[src/rtl/mem_arb_pkg.sv]
// mem_arb_pkg: shared FSM state and owner enums plus default widths and timing for mem_port_arbiter
package mem_arb_pkg;
  localparam int DEF_ADDR_W = 32;
  localparam int DEF_DATA_W = 32;
  localparam int DEF_MEM_LAT = 2;
  localparam int DEF_STARVE_MAX = 4;
  typedef enum logic [1:0] {IDLE, ISSUE, WAIT, RESP} state_t;
  typedef enum logic {OWN_IF, OWN_D} owner_t;
endpackage

[src/rtl/mem_port_arbiter_if.sv]
// mem_port_arbiter_if: fetch/data request-response handshakes and memory macro bus; slave = arbiter, master = stages + memory
interface mem_port_arbiter_if import mem_arb_pkg::*; #(
  parameter int ADDR_W = DEF_ADDR_W,
  parameter int DATA_W = DEF_DATA_W
);
  logic              if_req_valid;
  logic              if_req_ready;
  logic [ADDR_W-1:0] if_addr;
  logic              if_flush;
  logic              if_rsp_valid;
  logic [DATA_W-1:0] if_rdata;
  logic              d_req_valid;
  logic              d_req_ready;
  logic              d_we;
  logic [ADDR_W-1:0] d_addr;
  logic [DATA_W-1:0] d_wdata;
  logic [3:0]        d_wstrb;
  logic              d_rsp_valid;
  logic [DATA_W-1:0] d_rdata;
  logic              mem_en;
  logic              mem_we;
  logic [ADDR_W-3:0] mem_addr;
  logic [DATA_W-1:0] mem_wdata;
  logic [3:0]        mem_wstrb;
  logic [DATA_W-1:0] mem_rdata;
  modport slave (
    input  if_req_valid, if_addr, if_flush, d_req_valid, d_we, d_addr, d_wdata, d_wstrb, mem_rdata,
    output if_req_ready, if_rsp_valid, if_rdata, d_req_ready, d_rsp_valid, d_rdata,
           mem_en, mem_we, mem_addr, mem_wdata, mem_wstrb
  );
  modport master (
    output if_req_valid, if_addr, if_flush, d_req_valid, d_we, d_addr, d_wdata, d_wstrb, mem_rdata,
    input  if_req_ready, if_rsp_valid, if_rdata, d_req_ready, d_rsp_valid, d_rdata,
           mem_en, mem_we, mem_addr, mem_wdata, mem_wstrb
  );
endinterface

[src/rtl/mem_arb_starve_ctr.sv]
// mem_arb_starve_ctr: counts data grants made while fetch waits (clk, rst, d_grant, if_grant, if_valid in; override out when count hits STARVE_MAX)
module mem_arb_starve_ctr #(
  parameter int STARVE_MAX = 4
) (
  input  logic clk,
  input  logic rst,
  input  logic d_grant,
  input  logic if_grant,
  input  logic if_valid,
  output logic override
);
  logic [3:0] cnt;
  always_ff @(posedge clk) begin
    if (rst) cnt <= '0;
    else if (if_grant) cnt <= '0;
    else if (d_grant && if_valid) cnt <= cnt + 4'd1;
  end
  assign override = cnt == 4'(STARVE_MAX);
endmodule

[src/rtl/mem_port_arbiter.sv]
// mem_port_arbiter: shares one fixed-latency memory between fetch and data ports (clk, rst, bus: mem_port_arbiter_if.slave); MEM_ARB_STARVE_EN enables fetch anti-starvation
module mem_port_arbiter import mem_arb_pkg::*; #(
  parameter int ADDR_W = DEF_ADDR_W,
  parameter int DATA_W = DEF_DATA_W,
  parameter int MEM_LAT = DEF_MEM_LAT,
  parameter int STARVE_MAX = DEF_STARVE_MAX
) (
  input logic clk,
  input logic rst,
  mem_port_arbiter_if.slave bus
);
  if (DATA_W != 32 || MEM_LAT < 1 || MEM_LAT > 7 || STARVE_MAX < 1 || STARVE_MAX > 15) begin : g_bad_cfg
    $error("mem_port_arbiter: unsupported parameter values");
  end
  state_t            state, state_n;
  owner_t            owner;
  logic              we_q, flushed, ovr, open, acc, issue, resp;
  logic [ADDR_W-3:0] addr_q;
  logic [DATA_W-1:0] wdata_q, rdata_q;
  logic [3:0]        wstrb_q;
  logic [2:0]        cnt;
`ifdef MEM_ARB_STARVE_EN
  mem_arb_starve_ctr #(.STARVE_MAX(STARVE_MAX)) u_starve (
    .clk(clk),
    .rst(rst),
    .d_grant(bus.d_req_ready),
    .if_grant(bus.if_req_ready),
    .if_valid(bus.if_req_valid),
    .override(ovr)
  );
`else
  assign ovr = 1'b0;
`endif
  assign open = (state == IDLE || state == RESP) && !rst;
  assign bus.d_req_ready = open && bus.d_req_valid && !(bus.if_req_valid && ovr);
  assign bus.if_req_ready = open && bus.if_req_valid && !(bus.d_req_valid && !ovr);
  assign acc = bus.d_req_ready || bus.if_req_ready;
  assign issue = state == ISSUE;
  assign resp = state == RESP;
  always_comb begin
    state_n = issue ? WAIT : (state == WAIT) ? (cnt == 3'd1 ? RESP : WAIT) : (acc ? ISSUE : IDLE);
  end
  always_ff @(posedge clk) begin
    if (rst) state <= IDLE;
    else state <= state_n;
  end
  always_ff @(posedge clk) begin
    if (rst) begin
      owner <= OWN_IF;
      we_q <= 1'b0;
      addr_q <= '0;
      wdata_q <= '0;
      wstrb_q <= '0;
      rdata_q <= '0;
      cnt <= '0;
      flushed <= 1'b0;
    end else begin
      if (acc) begin
        owner <= bus.d_req_ready ? OWN_D : OWN_IF;
        we_q <= bus.d_req_ready && bus.d_we;
        addr_q <= bus.d_req_ready ? bus.d_addr[ADDR_W-1:2] : bus.if_addr[ADDR_W-1:2];
        wdata_q <= bus.d_req_ready ? bus.d_wdata : '0;
        wstrb_q <= bus.d_req_ready ? bus.d_wstrb : '0;
        flushed <= 1'b0;
      end else if (bus.if_flush && owner == OWN_IF && (issue || state == WAIT)) begin
        flushed <= 1'b1;
      end
      cnt <= issue ? 3'(MEM_LAT) : (state == WAIT) ? cnt - 3'd1 : 3'd0;
      if (state == WAIT && cnt == 3'd1) rdata_q <= we_q ? '0 : bus.mem_rdata;
    end
  end
  assign bus.if_rsp_valid = resp && owner == OWN_IF && !flushed && !bus.if_flush;
  assign bus.if_rdata = bus.if_rsp_valid ? rdata_q : '0;
  assign bus.d_rsp_valid = resp && owner == OWN_D;
  assign bus.d_rdata = bus.d_rsp_valid ? rdata_q : '0;
  assign bus.mem_en = issue;
  assign bus.mem_we = issue && we_q;
  assign bus.mem_addr = issue ? addr_q : '0;
  assign bus.mem_wdata = issue ? wdata_q : '0;
  assign bus.mem_wstrb = issue ? wstrb_q : '0;
endmodule
[src/flat_wrapper.sv]
// flat-port wrapper written by rule: the top's interface ports become plain ports
module mem_port_arbiter_flat import mem_arb_pkg::*;
#(
  parameter int ADDR_W = DEF_ADDR_W,
  parameter int DATA_W = DEF_DATA_W,
  parameter int MEM_LAT = DEF_MEM_LAT,
  parameter int STARVE_MAX = DEF_STARVE_MAX
)
  (clk, rst, bus_if_req_valid, bus_if_addr, bus_if_flush, bus_d_req_valid, bus_d_we, bus_d_addr, bus_d_wdata, bus_d_wstrb, bus_mem_rdata, bus_if_req_ready, bus_if_rsp_valid, bus_if_rdata, bus_d_req_ready, bus_d_rsp_valid, bus_d_rdata, bus_mem_en, bus_mem_we, bus_mem_addr, bus_mem_wdata, bus_mem_wstrb);
  mem_port_arbiter_if #(.ADDR_W(ADDR_W), .DATA_W(DATA_W)) bus_i ();
  input logic clk;
  input logic rst;
  input wire logic [$bits(bus_i.if_req_valid)-1:0] bus_if_req_valid;
  input wire logic [$bits(bus_i.if_addr)-1:0] bus_if_addr;
  input wire logic [$bits(bus_i.if_flush)-1:0] bus_if_flush;
  input wire logic [$bits(bus_i.d_req_valid)-1:0] bus_d_req_valid;
  input wire logic [$bits(bus_i.d_we)-1:0] bus_d_we;
  input wire logic [$bits(bus_i.d_addr)-1:0] bus_d_addr;
  input wire logic [$bits(bus_i.d_wdata)-1:0] bus_d_wdata;
  input wire logic [$bits(bus_i.d_wstrb)-1:0] bus_d_wstrb;
  input wire logic [$bits(bus_i.mem_rdata)-1:0] bus_mem_rdata;
  output wire logic [$bits(bus_i.if_req_ready)-1:0] bus_if_req_ready;
  output wire logic [$bits(bus_i.if_rsp_valid)-1:0] bus_if_rsp_valid;
  output wire logic [$bits(bus_i.if_rdata)-1:0] bus_if_rdata;
  output wire logic [$bits(bus_i.d_req_ready)-1:0] bus_d_req_ready;
  output wire logic [$bits(bus_i.d_rsp_valid)-1:0] bus_d_rsp_valid;
  output wire logic [$bits(bus_i.d_rdata)-1:0] bus_d_rdata;
  output wire logic [$bits(bus_i.mem_en)-1:0] bus_mem_en;
  output wire logic [$bits(bus_i.mem_we)-1:0] bus_mem_we;
  output wire logic [$bits(bus_i.mem_addr)-1:0] bus_mem_addr;
  output wire logic [$bits(bus_i.mem_wdata)-1:0] bus_mem_wdata;
  output wire logic [$bits(bus_i.mem_wstrb)-1:0] bus_mem_wstrb;
  assign bus_i.if_req_valid = bus_if_req_valid;
  assign bus_i.if_addr = bus_if_addr;
  assign bus_i.if_flush = bus_if_flush;
  assign bus_i.d_req_valid = bus_d_req_valid;
  assign bus_i.d_we = bus_d_we;
  assign bus_i.d_addr = bus_d_addr;
  assign bus_i.d_wdata = bus_d_wdata;
  assign bus_i.d_wstrb = bus_d_wstrb;
  assign bus_i.mem_rdata = bus_mem_rdata;
  assign bus_if_req_ready = bus_i.if_req_ready;
  assign bus_if_rsp_valid = bus_i.if_rsp_valid;
  assign bus_if_rdata = bus_i.if_rdata;
  assign bus_d_req_ready = bus_i.d_req_ready;
  assign bus_d_rsp_valid = bus_i.d_rsp_valid;
  assign bus_d_rdata = bus_i.d_rdata;
  assign bus_mem_en = bus_i.mem_en;
  assign bus_mem_we = bus_i.mem_we;
  assign bus_mem_addr = bus_i.mem_addr;
  assign bus_mem_wdata = bus_i.mem_wdata;
  assign bus_mem_wstrb = bus_i.mem_wstrb;
  mem_port_arbiter #(.ADDR_W(ADDR_W), .DATA_W(DATA_W), .MEM_LAT(MEM_LAT), .STARVE_MAX(STARVE_MAX)) u_core (.clk(clk), .rst(rst), .bus(bus_i));
endmodule
[config.mk]
export PLATFORM = sky130hd
export DESIGN_NAME = mem_port_arbiter_flat
export DESIGN_NICKNAME = d
export VERILOG_FILES = /design/src/rtl/mem_arb_pkg.sv /design/src/rtl/mem_port_arbiter_if.sv /design/src/rtl/mem_arb_starve_ctr.sv /design/src/rtl/mem_port_arbiter.sv /design/src/flat_wrapper.sv
export SDC_FILE = /design/constraint.sdc
export NUM_CORES = 1
export LEC_CHECK = 0
export ABC_AREA = 1
export ABC_CLOCK_PERIOD_IN_PS = 1500
export BUFFER_PORTS_ARGS = -buffer_cell sky130_fd_sc_hd__buf_4
export CORE_MARGIN = 10
export CORE_UTILIZATION = 41
export DETAILED_ROUTE_END_ITERATION = 10
export PLACE_DENSITY = 0.77
export SLEW_MARGIN = 20
export SYNTH_ARGS = -nofsm -noshare
export SYNTH_HDL_FRONTEND = slang
export SYNTH_SLANG_ARGS = --single-unit
export TNS_END_PERCENT = 30
[constraint.sdc]
create_clock -name clk -period 1.5 [get_ports clk]
set_input_delay 0.375 -clock clk [delete_from_list [all_inputs] [get_ports clk]]
set_output_delay 0.375 -clock clk [all_outputs]
set_load 0.005 [all_outputs]
==> flow_summary.toml <==
[status]
status = "finished with violations"
violations = "setup timing"

[sta]
worstMarginPinSlew_ps = 707
setup_slack_ps = -414
period_minus_slack_ps = 1910
rsz0062_at_grt = "true"
hold_violations = 0
setup_viol = 205
fmax_mhz = 523
hold_slack_ps = 228
maxSlewHeadroom_pct = 52.8
slew_violations = 0
finClkSkew_ps = 9.77
layout_worst_path_cycle_share_pct = 128

[logic_synthesis]
postSynthAreaPerCell_sq_um = 6.18
syn-cell-area_sq_mm = 0.00507
synth_cell_type_count = 19
syn_inst = 820
synth_nets = 963
synth-seq-area-share_pct = 41.9
synth-seq-cells = 106
yosys_warnings = 0

[clocking]
cts_buffers = 9
clk_pin_slew_worst_paths_ps = 70
cts_buffer_depth = 2
h-tree-depth = 3
cts-hold-fix-buffers = 0
cts_root_buffer = "clkbuf_16"
clock-sinks = 106
clk-insertion-delay-late_ps = 340
tritoncts = "built"

[placement]
place.gp.congestion = 0.830
dp_hpwl_mm = 13.1
port_buffers = 269

[routing]
via_per_inst = 4.56
drtAntennaViolNets = 0
drc = 0
avgRoutedWirePerCell_microns = 14.4
first_iter_violations = 371
vias = 5742
first_pass_iters = 4
wl_mm = 18.2

[die]
dieHeight_microns = 131
core-area_sq_mm = 0.0121
fp-row-count = 40
die-area_sq_mm = 0.0172
dieWidth_microns = 131
io_pins = 274
initial_core_util_pct = 42.0

[power_and_ir_drop]
p_leak_uw = 0.00442
power_uw = 7180
ir_drop_uv = 504
power_density_mw_per_mm2 = 881

[critical_path]
reg2reg_depth = 8
cp-start-kind = "flip-flop"
crit_type = "flip-flop to output port"
worstPathMaxFanout = 16
cp-end-kind = "output port"
arrival_ps = 1540
cp.required_ps = 1120

[finish]
fillers = 1066
syn_to_final_growth_pct = 60.8
drive_gt1_share_pct = 35.3
nets = 1230
diodes = 0
final_cell_mix = "nand2_1, buf_4, inv_1"
final_common_cell = "nand2_1"

[grt]
grt_pass1_wl_mm = 27.5
overflow = 0
grt_usage_pct = 19.1
antenna_found_initial = 0
grt_pass1_vias = 5382
grt_max_degree = 36

[run]
max-cap-violations = 0

[worst_hold_path]
worstHoldPathType = "primary input to flip-flop"
whs_path_depth = 3
-- cells by family (layout without fill, tap and decap cells) --
logic type	count (synthesis)	in the layout	share of synthesized area [%]
buffers and inverters	165	436	13.6
xor gates and xnor gates	1	1	0.173
and+or+nand+nor	507	507	39.5
adders and majority gates	5	5	1.23
AOI/OAI and AO/OA	36	36	3.60
DFF	106	106	41.9
-- layer usage --
metal  wire [microns]  up-vias  global-route usage (%)
met5                0        -                       0
met1             7100     2531                    21.6
met2             9120      240                    33.0
met4              240        0                    5.69
li1                 -     2954                       -
met3             1710       17                    6.94
-- cells in the mapped netlist --
cell type | n | share of area [%]
buf_6 | 5 | 1.1
ha_1 | 5 | 1.2
buf_2 | 17 | 1.7
xnor2_1 | 1 | 0.17
clkbuf_1 | 26 | 1.9
inv_4 | 1 | 0.12
nand3_1 | 67 | 6.6
nand3_2 | 2 | 0.39
o211ai_1 | 1 | 0.15
buf_1 | 1 | 0.074
inv_1 | 113 | 8.4
nand2_1 | 362 | 27
nand2_2 | 1 | 0.12
nor2_2 | 1 | 0.12
dfxtp_1 | 106 | 42
nor2_1 | 74 | 5.5
o21ai_0 | 1 | 0.099
buf_4 | 2 | 0.30
a21oi_1 | 34 | 3.4
-- power by group --
group	switching, uW	internal, uW
clock network	1020	1620
registers	130	3070
logic	690	647
-- worst paths after layout --
check                     from                 end  slack, ps
max reg2reg    u_core.state[0]    u_core.addr_q[8]       -220
max            u_core.state[1]     bus_if_rdata[3]       -410
min            bus_d_wdata[16]  u_core.wdata_q[16]        230
min reg2reg  u_core.addr_q[20]   u_core.addr_q[20]        450
-- critical path: stages (launching register included) --
cell	delay [ps]
dfxtp_2	340
buf_6	100
ha_4	170
nand3_4	120
clkbuf_16	210
nor2_1	120
buf_4	130
-- sequential cells by signal (all words and copies together), names as in the netlist --
name            flops
u_core.rdata_q     32
u_core.wdata_q     32
u_core.addr_q      30
u_core.wstrb_q      4
u_core.cnt          3
u_core.state        2
u_core.flushed      1
u_core.owner        1
u_core.we_q         1
-- per-stage QoR --
step	instances	setup TNS [ps]	cell area, sq um	util, %	setup WS (ps)
6_report	1259	-56590	8150	67.6	-414
4_1_cts	1255	-56350	7960	66.0	-401
3_3_place_gp	1236	-21890	7380	61.2	-564
5_1_grt	1259	-73260	8150	67.6	-469
2_1_floorplan	820	0	5070	-	7.27
3_5_place_dp	1236	-11270	7380	61.2	-190
-- repair_timing --
| action | 4_1_cts | 5_1_grt |
|---|---|---|
| endpoints found under the setup margin | 205 | 205 |
| resized for setup | 44 | 51 |
| pin swaps | 5 | 7 |
| cloned | 3 | 1 |
| buffers inserted | 1 | 5 |
-- final cells by class --
type	count	area [sq um]	area share [%]
flip-flops and latches	106	2130	26.1
clock inverters	5	104	1.27
repair buffers	307	2510	30.9
well taps	168	210	2.58
inverters	114	433	5.31
clock buffers	10	229	2.81
multi-input cells	549	2530	31.1
(Power assumes the default switching activity.)
